--- src/rtl/spi_ram_pkg.sv ---
// rtl/spi_ram_pkg.sv - command encodings and output-register states for spi_ram_burst
package spi_ram_pkg;

    localparam int CMD_W = 2;

    typedef enum logic [CMD_W-1:0] {
        CMD_WR_ADDR = 2'b00,
        CMD_WR_DATA = 2'b01,
        CMD_RD_ADDR = 2'b10,
        CMD_RD_DATA = 2'b11
    } cmd_e;

    typedef enum logic {
        ST_EMPTY = 1'b0,
        ST_FULL  = 1'b1
    } out_state_e;

endpackage

--- src/rtl/spi_ram_burst_if.sv ---
// rtl/spi_ram_burst_if.sv - command input, read-data output and status flags of spi_ram_burst
interface spi_ram_burst_if
    import spi_ram_pkg::*;
#(
    parameter int DATA_W = 8
);
    logic [DATA_W+CMD_W-1:0] din;
    logic                    rx_valid;
    logic                    tx_ready;
    logic [DATA_W-1:0]       dout;
    logic                    tx_valid;
    logic                    addr_err;
    logic                    ovf;

    modport slave (
        input  din, rx_valid, tx_ready,
        output dout, tx_valid, addr_err, ovf
    );

    modport master (
        output din, rx_valid, tx_ready,
        input  dout, tx_valid, addr_err, ovf
    );
endinterface

--- src/rtl/sp_ram_core.sv ---
// rtl/sp_ram_core.sv - word memory with synchronous write and registered read port
module sp_ram_core #(
    parameter int DATA_W    = 8,
    parameter int ADDR_W    = 8,
    parameter int MEM_DEPTH = 256
) (
    input  logic              clk,
    input  logic              rst,
    input  logic              we_i,
    input  logic [ADDR_W-1:0] waddr_i,
    input  logic [DATA_W-1:0] wdata_i,
    input  logic              re_i,
    input  logic              clr_i,
    input  logic [ADDR_W-1:0] raddr_i,
    output logic [DATA_W-1:0] rdata_o
);
    localparam int IDX_W = (MEM_DEPTH > 1) ? $clog2(MEM_DEPTH) : 1;

    logic [DATA_W-1:0] mem [MEM_DEPTH];
    logic [DATA_W-1:0] rdata_q;

    // Callers only assert we_i/re_i for in-range addresses, so the low bits suffice.
    always_ff @(posedge clk) begin
        if (we_i) begin
            mem[waddr_i[IDX_W-1:0]] <= wdata_i;
        end
    end

    always_ff @(posedge clk) begin
        if (rst) begin
            rdata_q <= '0;
        end else if (re_i) begin
            rdata_q <= mem[raddr_i[IDX_W-1:0]];
        end else if (clr_i) begin
            rdata_q <= '0;
        end
    end

    assign rdata_o = rdata_q;
endmodule

--- src/rtl/spi_ram_burst.sv ---
// rtl/spi_ram_burst.sv - command decoder, auto-increment address counters, output handshake and flags
module spi_ram_burst
    import spi_ram_pkg::*;
#(
    parameter int DATA_W    = 8,
    parameter int ADDR_W    = 8,
    parameter int MEM_DEPTH = 256,
    parameter int AUTO_INC  = 1
) (
    input logic             clk,
    input logic             rst,
    spi_ram_burst_if.slave  bus
);
    localparam logic [ADDR_W:0]   DEPTH_EXT = (ADDR_W+1)'(MEM_DEPTH);
    localparam logic [ADDR_W-1:0] LAST_ADDR = ADDR_W'(MEM_DEPTH - 1);

    out_state_e        state_q, state_d;
    logic [ADDR_W-1:0] waddr_q, waddr_d;
    logic [ADDR_W-1:0] raddr_q, raddr_d;
    logic              addr_err_q, addr_err_d;
    logic              ovf_q, ovf_d;
    logic              mem_we, mem_re, mem_clr;
    logic              out_free;
    cmd_e              cmd;
    logic [ADDR_W-1:0] addr_pl;

    function automatic logic in_range(input logic [ADDR_W-1:0] a);
        return {1'b0, a} < DEPTH_EXT;
    endfunction

    function automatic logic [ADDR_W-1:0] wrap_inc(input logic [ADDR_W-1:0] a);
        return (a == LAST_ADDR) ? '0 : a + 1'b1;
    endfunction

    assign cmd      = cmd_e'(bus.din[DATA_W+CMD_W-1:DATA_W]);
    assign addr_pl  = bus.din[ADDR_W-1:0];
    assign out_free = (state_q == ST_EMPTY) || bus.tx_ready;

    always_ff @(posedge clk) begin
        if (rst) begin
            state_q    <= ST_EMPTY;
            waddr_q    <= '0;
            raddr_q    <= '0;
            addr_err_q <= 1'b0;
            ovf_q      <= 1'b0;
        end else begin
            state_q    <= state_d;
            waddr_q    <= waddr_d;
            raddr_q    <= raddr_d;
            addr_err_q <= addr_err_d;
            ovf_q      <= ovf_d;
        end
    end

    always_comb begin
        state_d    = state_q;
        waddr_d    = waddr_q;
        raddr_d    = raddr_q;
        addr_err_d = addr_err_q;
        ovf_d      = ovf_q;
        mem_we     = 1'b0;
        mem_re     = 1'b0;
        mem_clr    = 1'b0;

        if (state_q == ST_FULL && bus.tx_ready) begin
            state_d = ST_EMPTY;
        end

        if (bus.rx_valid) begin
            case (cmd)
                CMD_WR_ADDR: begin
                    waddr_d = addr_pl;
                    if (!in_range(addr_pl)) addr_err_d = 1'b1;
                end
                CMD_WR_DATA: begin
                    if (in_range(waddr_q)) begin
                        mem_we = 1'b1;
                        if (AUTO_INC != 0) waddr_d = wrap_inc(waddr_q);
                    end else begin
                        addr_err_d = 1'b1;
                    end
                end
                CMD_RD_ADDR: begin
                    raddr_d = addr_pl;
                    if (!in_range(addr_pl)) addr_err_d = 1'b1;
                end
                default: begin
                    // A read that finds the output register occupied is dropped, not queued.
                    if (out_free) begin
                        state_d = ST_FULL;
                        if (in_range(raddr_q)) begin
                            mem_re = 1'b1;
                            if (AUTO_INC != 0) raddr_d = wrap_inc(raddr_q);
                        end else begin
                            mem_clr    = 1'b1;
                            addr_err_d = 1'b1;
                        end
                    end else begin
                        ovf_d = 1'b1;
                    end
                end
            endcase
        end
    end

    sp_ram_core #(
        .DATA_W    (DATA_W),
        .ADDR_W    (ADDR_W),
        .MEM_DEPTH (MEM_DEPTH)
    ) u_core (
        .clk     (clk),
        .rst     (rst),
        .we_i    (mem_we),
        .waddr_i (waddr_q),
        .wdata_i (bus.din[DATA_W-1:0]),
        .re_i    (mem_re),
        .clr_i   (mem_clr),
        .raddr_i (raddr_q),
        .rdata_o (bus.dout)
    );

    assign bus.tx_valid = (state_q == ST_FULL);
    assign bus.addr_err = addr_err_q;
    assign bus.ovf      = ovf_q;
endmodule
--- src/flat_wrapper.sv ---
// flat-port wrapper written by rule: the top's interface ports become plain ports
module spi_ram_burst_flat import spi_ram_pkg::*;
#(
    parameter int DATA_W    = 8,
    parameter int ADDR_W    = 8,
    parameter int MEM_DEPTH = 256,
    parameter int AUTO_INC  = 1
)
  (clk, rst, bus_din, bus_rx_valid, bus_tx_ready, bus_dout, bus_tx_valid, bus_addr_err, bus_ovf);
  spi_ram_burst_if #(.DATA_W(DATA_W)) bus_i ();
  input logic clk;
  input logic rst;
  input wire logic [$bits(bus_i.din)-1:0] bus_din;
  input wire logic [$bits(bus_i.rx_valid)-1:0] bus_rx_valid;
  input wire logic [$bits(bus_i.tx_ready)-1:0] bus_tx_ready;
  output wire logic [$bits(bus_i.dout)-1:0] bus_dout;
  output wire logic [$bits(bus_i.tx_valid)-1:0] bus_tx_valid;
  output wire logic [$bits(bus_i.addr_err)-1:0] bus_addr_err;
  output wire logic [$bits(bus_i.ovf)-1:0] bus_ovf;
  assign bus_i.din = bus_din;
  assign bus_i.rx_valid = bus_rx_valid;
  assign bus_i.tx_ready = bus_tx_ready;
  assign bus_dout = bus_i.dout;
  assign bus_tx_valid = bus_i.tx_valid;
  assign bus_addr_err = bus_i.addr_err;
  assign bus_ovf = bus_i.ovf;
  spi_ram_burst #(.DATA_W(DATA_W), .ADDR_W(ADDR_W), .MEM_DEPTH(MEM_DEPTH), .AUTO_INC(AUTO_INC)) u_core (.clk(clk), .rst(rst), .bus(bus_i));
endmodule
--- config.mk ---
export PLATFORM = sky130hd
export DESIGN_NAME = spi_ram_burst_flat
export DESIGN_NICKNAME = d
export VERILOG_FILES = /design/src/rtl/spi_ram_pkg.sv /design/src/rtl/spi_ram_burst_if.sv /design/src/rtl/sp_ram_core.sv /design/src/rtl/spi_ram_burst.sv /design/src/flat_wrapper.sv
export SDC_FILE = /design/constraint.sdc
export NUM_CORES = 2
export LEC_CHECK = 0
export CAP_MARGIN = 20
export CORE_MARGIN = 5
export CORE_UTILIZATION = 50
export CTS_CLUSTER_DIAMETER = 30
export DETAILED_ROUTE_END_ITERATION = 8
export PLACE_DENSITY = 0.72
export SLEW_MARGIN = 10
export SYNTH_ARGS = -nofsm -noshare
export SYNTH_HDL_FRONTEND = slang
export SYNTH_SLANG_ARGS = --single-unit
--- constraint.sdc ---
create_clock -name clk -period 2.4 [get_ports clk]
set_input_delay 0.48 -clock clk [delete_from_list [all_inputs] [get_ports clk]]
set_output_delay 0.48 -clock clk [all_outputs]
set_load 0.1 [all_outputs]
==> impl_metrics.yaml <==
timing:
  worst_pin_slew_ps: 894
  setup_ws_ps: -521
  holdWs_ps: 97.7
  relSlewSlack_pct: 40.4
  finClkSkew_ps: 56.2
  finalCritPeriodShare_pct: 122
  setup_viol: 9
  hold_viol: 0
  fin_crit_ps: 2920
  rsz0062_at_grt: "true"
  final_max_slew_viol_count: 0
  fmax_mhz: 342
placed_design:
  routabilityCongestion: 0.898
  portBuffers: 23
  dp_slack_ps: -817
  hpwl_um: 130000
clocking:
  numCtsBuffers: 364
  insertion_delay_ps: 930
  path_clk_slew_ps: 50
  htree_levels: 5
  cts.sinks: 2074
  root_buffer: "clkbuf_16"
  cts_tree: "yes"
  clockBufferDepth: 4
global_route:
  grt_use_total_pct: 26.1
  grt_pass1_vias: 46800
  grt_pass1_wl_um: 321000
  antenna_found_initial: 5
  grt_max_degree: 105
  grt_remaining_overflow: 0
layout:
  multi_input_area_sq_mm: 0.0179
  finish.utilization_pct: 64.4
  fill_cells: 9848
  fin_nets: 4867
  layout.area.seq_sq_mm: 0.0620
  areaGrowthSynthToFinish_pct: 28.1
  drive_above_1_share_pct: 40.9
synthesis:
  ys_top_cells_by_area: "edfxtp_1 (76%), mux4_2 (13%), nor2_1 (1.4%)"
  synth_edf_count: 2048
  synth_nets: 3855
  synth_async_sr_flop_share_pct: 0
  synth_top_area_share_pct: 76.2
  ys.flop_type: "edfxtp_1"
  avgSynthCellArea_sq_um: 21.0
  synth_warnings: 0
  ys_seq_area_share_pct: 76.9
  synthCells: 3836
  synth.distinct_cells: 69
  synth_area_sq_mm: 0.0807
  synth_area_leader_cell: "edfxtp_1"
  synth_commonest_cells: "edfxtp_1 (2048), mux4_2 (460), nor2_1 (308)"
  synth_most_common_cell: "edfxtp_1"
  ys_ff_latch: 2074
outcome:
  status: "finished with violations"
  violations: "negative setup slack"
critical_path:
  critPathCaptureType: "flop"
  critical_path_class: "reg -> reg"
  crit_start: "u_core.raddr_q[1]"
  cp.arrival_ps: 3710
  crit_fanout: 11
  start_kind: "flop"
  cp.required_ps: 3190
  r2r_start: "u_core.raddr_q[1]"
hold_path:
  hold_class: "in -> reg"
  worstHoldStart: "bus_din[3]"
power_and_ir_drop:
  peakVddDrop_mv: 0.858
  power_mw: 95.9
  power_density_mw_per_mm2: 928
  p_leak_nw: 34.2
drt:
  wire_per_inst_um: 30.6
  first_iter_violations: 6064
  drt_first_pass_iters: 7
  postRouteAntennaNets: 0
  vias: 46100
  drc_errors: 0
  viasPerCell: 6.31
  wl_um: 224000
die:
  core_area_sq_mm: 0.161
  die_w_um: 412
  fp.dieH_um: 412
  placementRows: 147
  initial_core_util_pct: 50.2
  die-area_sq_mm: 0.169
  ios: 25
flow_run:
  max_cap_violations: 0
-- where the power goes --
group	switching, mW	internal (mW)	leakage, nW
sequential	0.0602	39.9	18.6
combinational	2.61	2.06	9.69
clock	18.3	33.1	5.89
-- cell usage in the layout (no fill, tap or decap), types with 22 or more instances in the layout --
| cell | Yosys | routed |
|---|---|---|
| nor2b_1 | 27 | 22 |
| o22ai_1 | 99 | 83 |
| buf_4 | 40 | 721 |
| clkinv_4 | 0 | 41 |
| a22oi_1 | 92 | 63 |
| bufinv_16 | 0 | 39 |
| a21oi_1 | 46 | 32 |
| nand2_1 | 72 | 65 |
| clkbuf_16 | 0 | 377 |
| a22oi_2 | 0 | 29 |
| clkinv_1 | 1 | 28 |
| nand3_1 | 22 | 22 |
| edfxtp_1 | 2048 | 2048 |
| mux2i_1 | 91 | 88 |
| clkinv_2 | 0 | 26 |
| clkbuf_1 | 87 | 27 |
| inv_6 | 0 | 58 |
| buf_12 | 7 | 99 |
| buf_6 | 31 | 28 |
| mux4_2 | 460 | 464 |
| clkinvlp_4 | 0 | 41 |
| nor2_1 | 308 | 302 |
| a211oi_1 | 35 | 23 |
| a22o_1 | 22 | 22 |
-- through the flow --
| step | instance area (sq um) | std cells | setup TNS (ps) |
|---|---|---|---|
| after floorplan | 80700 | 3836 | -21.3 |
| after global placement | 89200 | 6572 | -395280 |
| after detailed placement | 89200 | 6572 | -446740 |
| after CTS | 103000 | 7257 | -2910 |
| after global routing | 103000 | 7293 | -3820 |
| final | 103000 | 7299 | -3420 |
-- layout make-up --
type / instances / area share [%]
clock buffer: 404 / 9.19
inverter: 6 / 0.0218
clock inverter: 247 / 2.68
multi-input combinational: 1516 / 17.3
antenna: 6 / 0.0145
sequential: 2074 / 60.0
timing repair buffer: 886 / 8.11
tap: 2160 / 2.62
-- sequential cells by signal, summed over array words and instances (netlist names) --
signal                 count
u_core.u_core.mem       2048
u_core.raddr_q             8
u_core.u_core.rdata_o      8
u_core.waddr_q             8
u_core.bus.ovf             1
u_core.bus.tx_valid        1
-- critical path: stages, from the launching register on --
cell      delay, ps
dfxtp_4         510
buf_4           260
buf_6           190
buf_12          170
buf_12          150
mux4_2          390
a221oi_1        340
nor3_1           80
a211oi_1        270
buf_4           170
mux2_2          180
o41ai_2          60
-- logic make-up (layout without fill, tap and decap cells) --
logic type,after synthesis,in the layout,synth area share (%)
buf+inv,246,1543,1.96
other cells,1,7,0.00465
fa+ha+maj,5,5,0.0775
mux,576,576,14.6
compound gates,410,410,3.59
xor+xnor,1,1,0.0109
simple gates,523,523,2.89
flops,2074,2074,76.9
-- metal layers --
layer | routed length (um) | track usage (%) | share of wire [%] | vias up
met5 | 13 | 0 | 0.0058 | -
met4 | 9990 | 11.1 | 4.5 | 2
met3 | 24700 | 6.27 | 11 | 611
met2 | 109000 | 42.1 | 49 | 3368
met1 | 79500 | 34.3 | 36 | 23800
li1 | - | - | - | 18300
-- final timing paths --
path / slack (ps) / end / cells after the start
worst max-delay path: -520 / u_core.u_core.rdata_o[1] / 11
worst min-delay path: 100 / u_core.u_core.mem[110][3] / 1
worst max register to register: -520 / u_core.u_core.rdata_o[1] / 11
worst min register to register: 510 / u_core.bus.ovf / 2
-- repair_timing --
item,4_1_cts,5_1_grt
pin swaps,21,43
setup endpoints to repair,9,14
buffers inserted,24,34
hold endpoints to repair,93,0
gates resized for setup,132,86
hold buffers,5,0
gates cloned,5,3
Power figures use the tool's default switching activity.
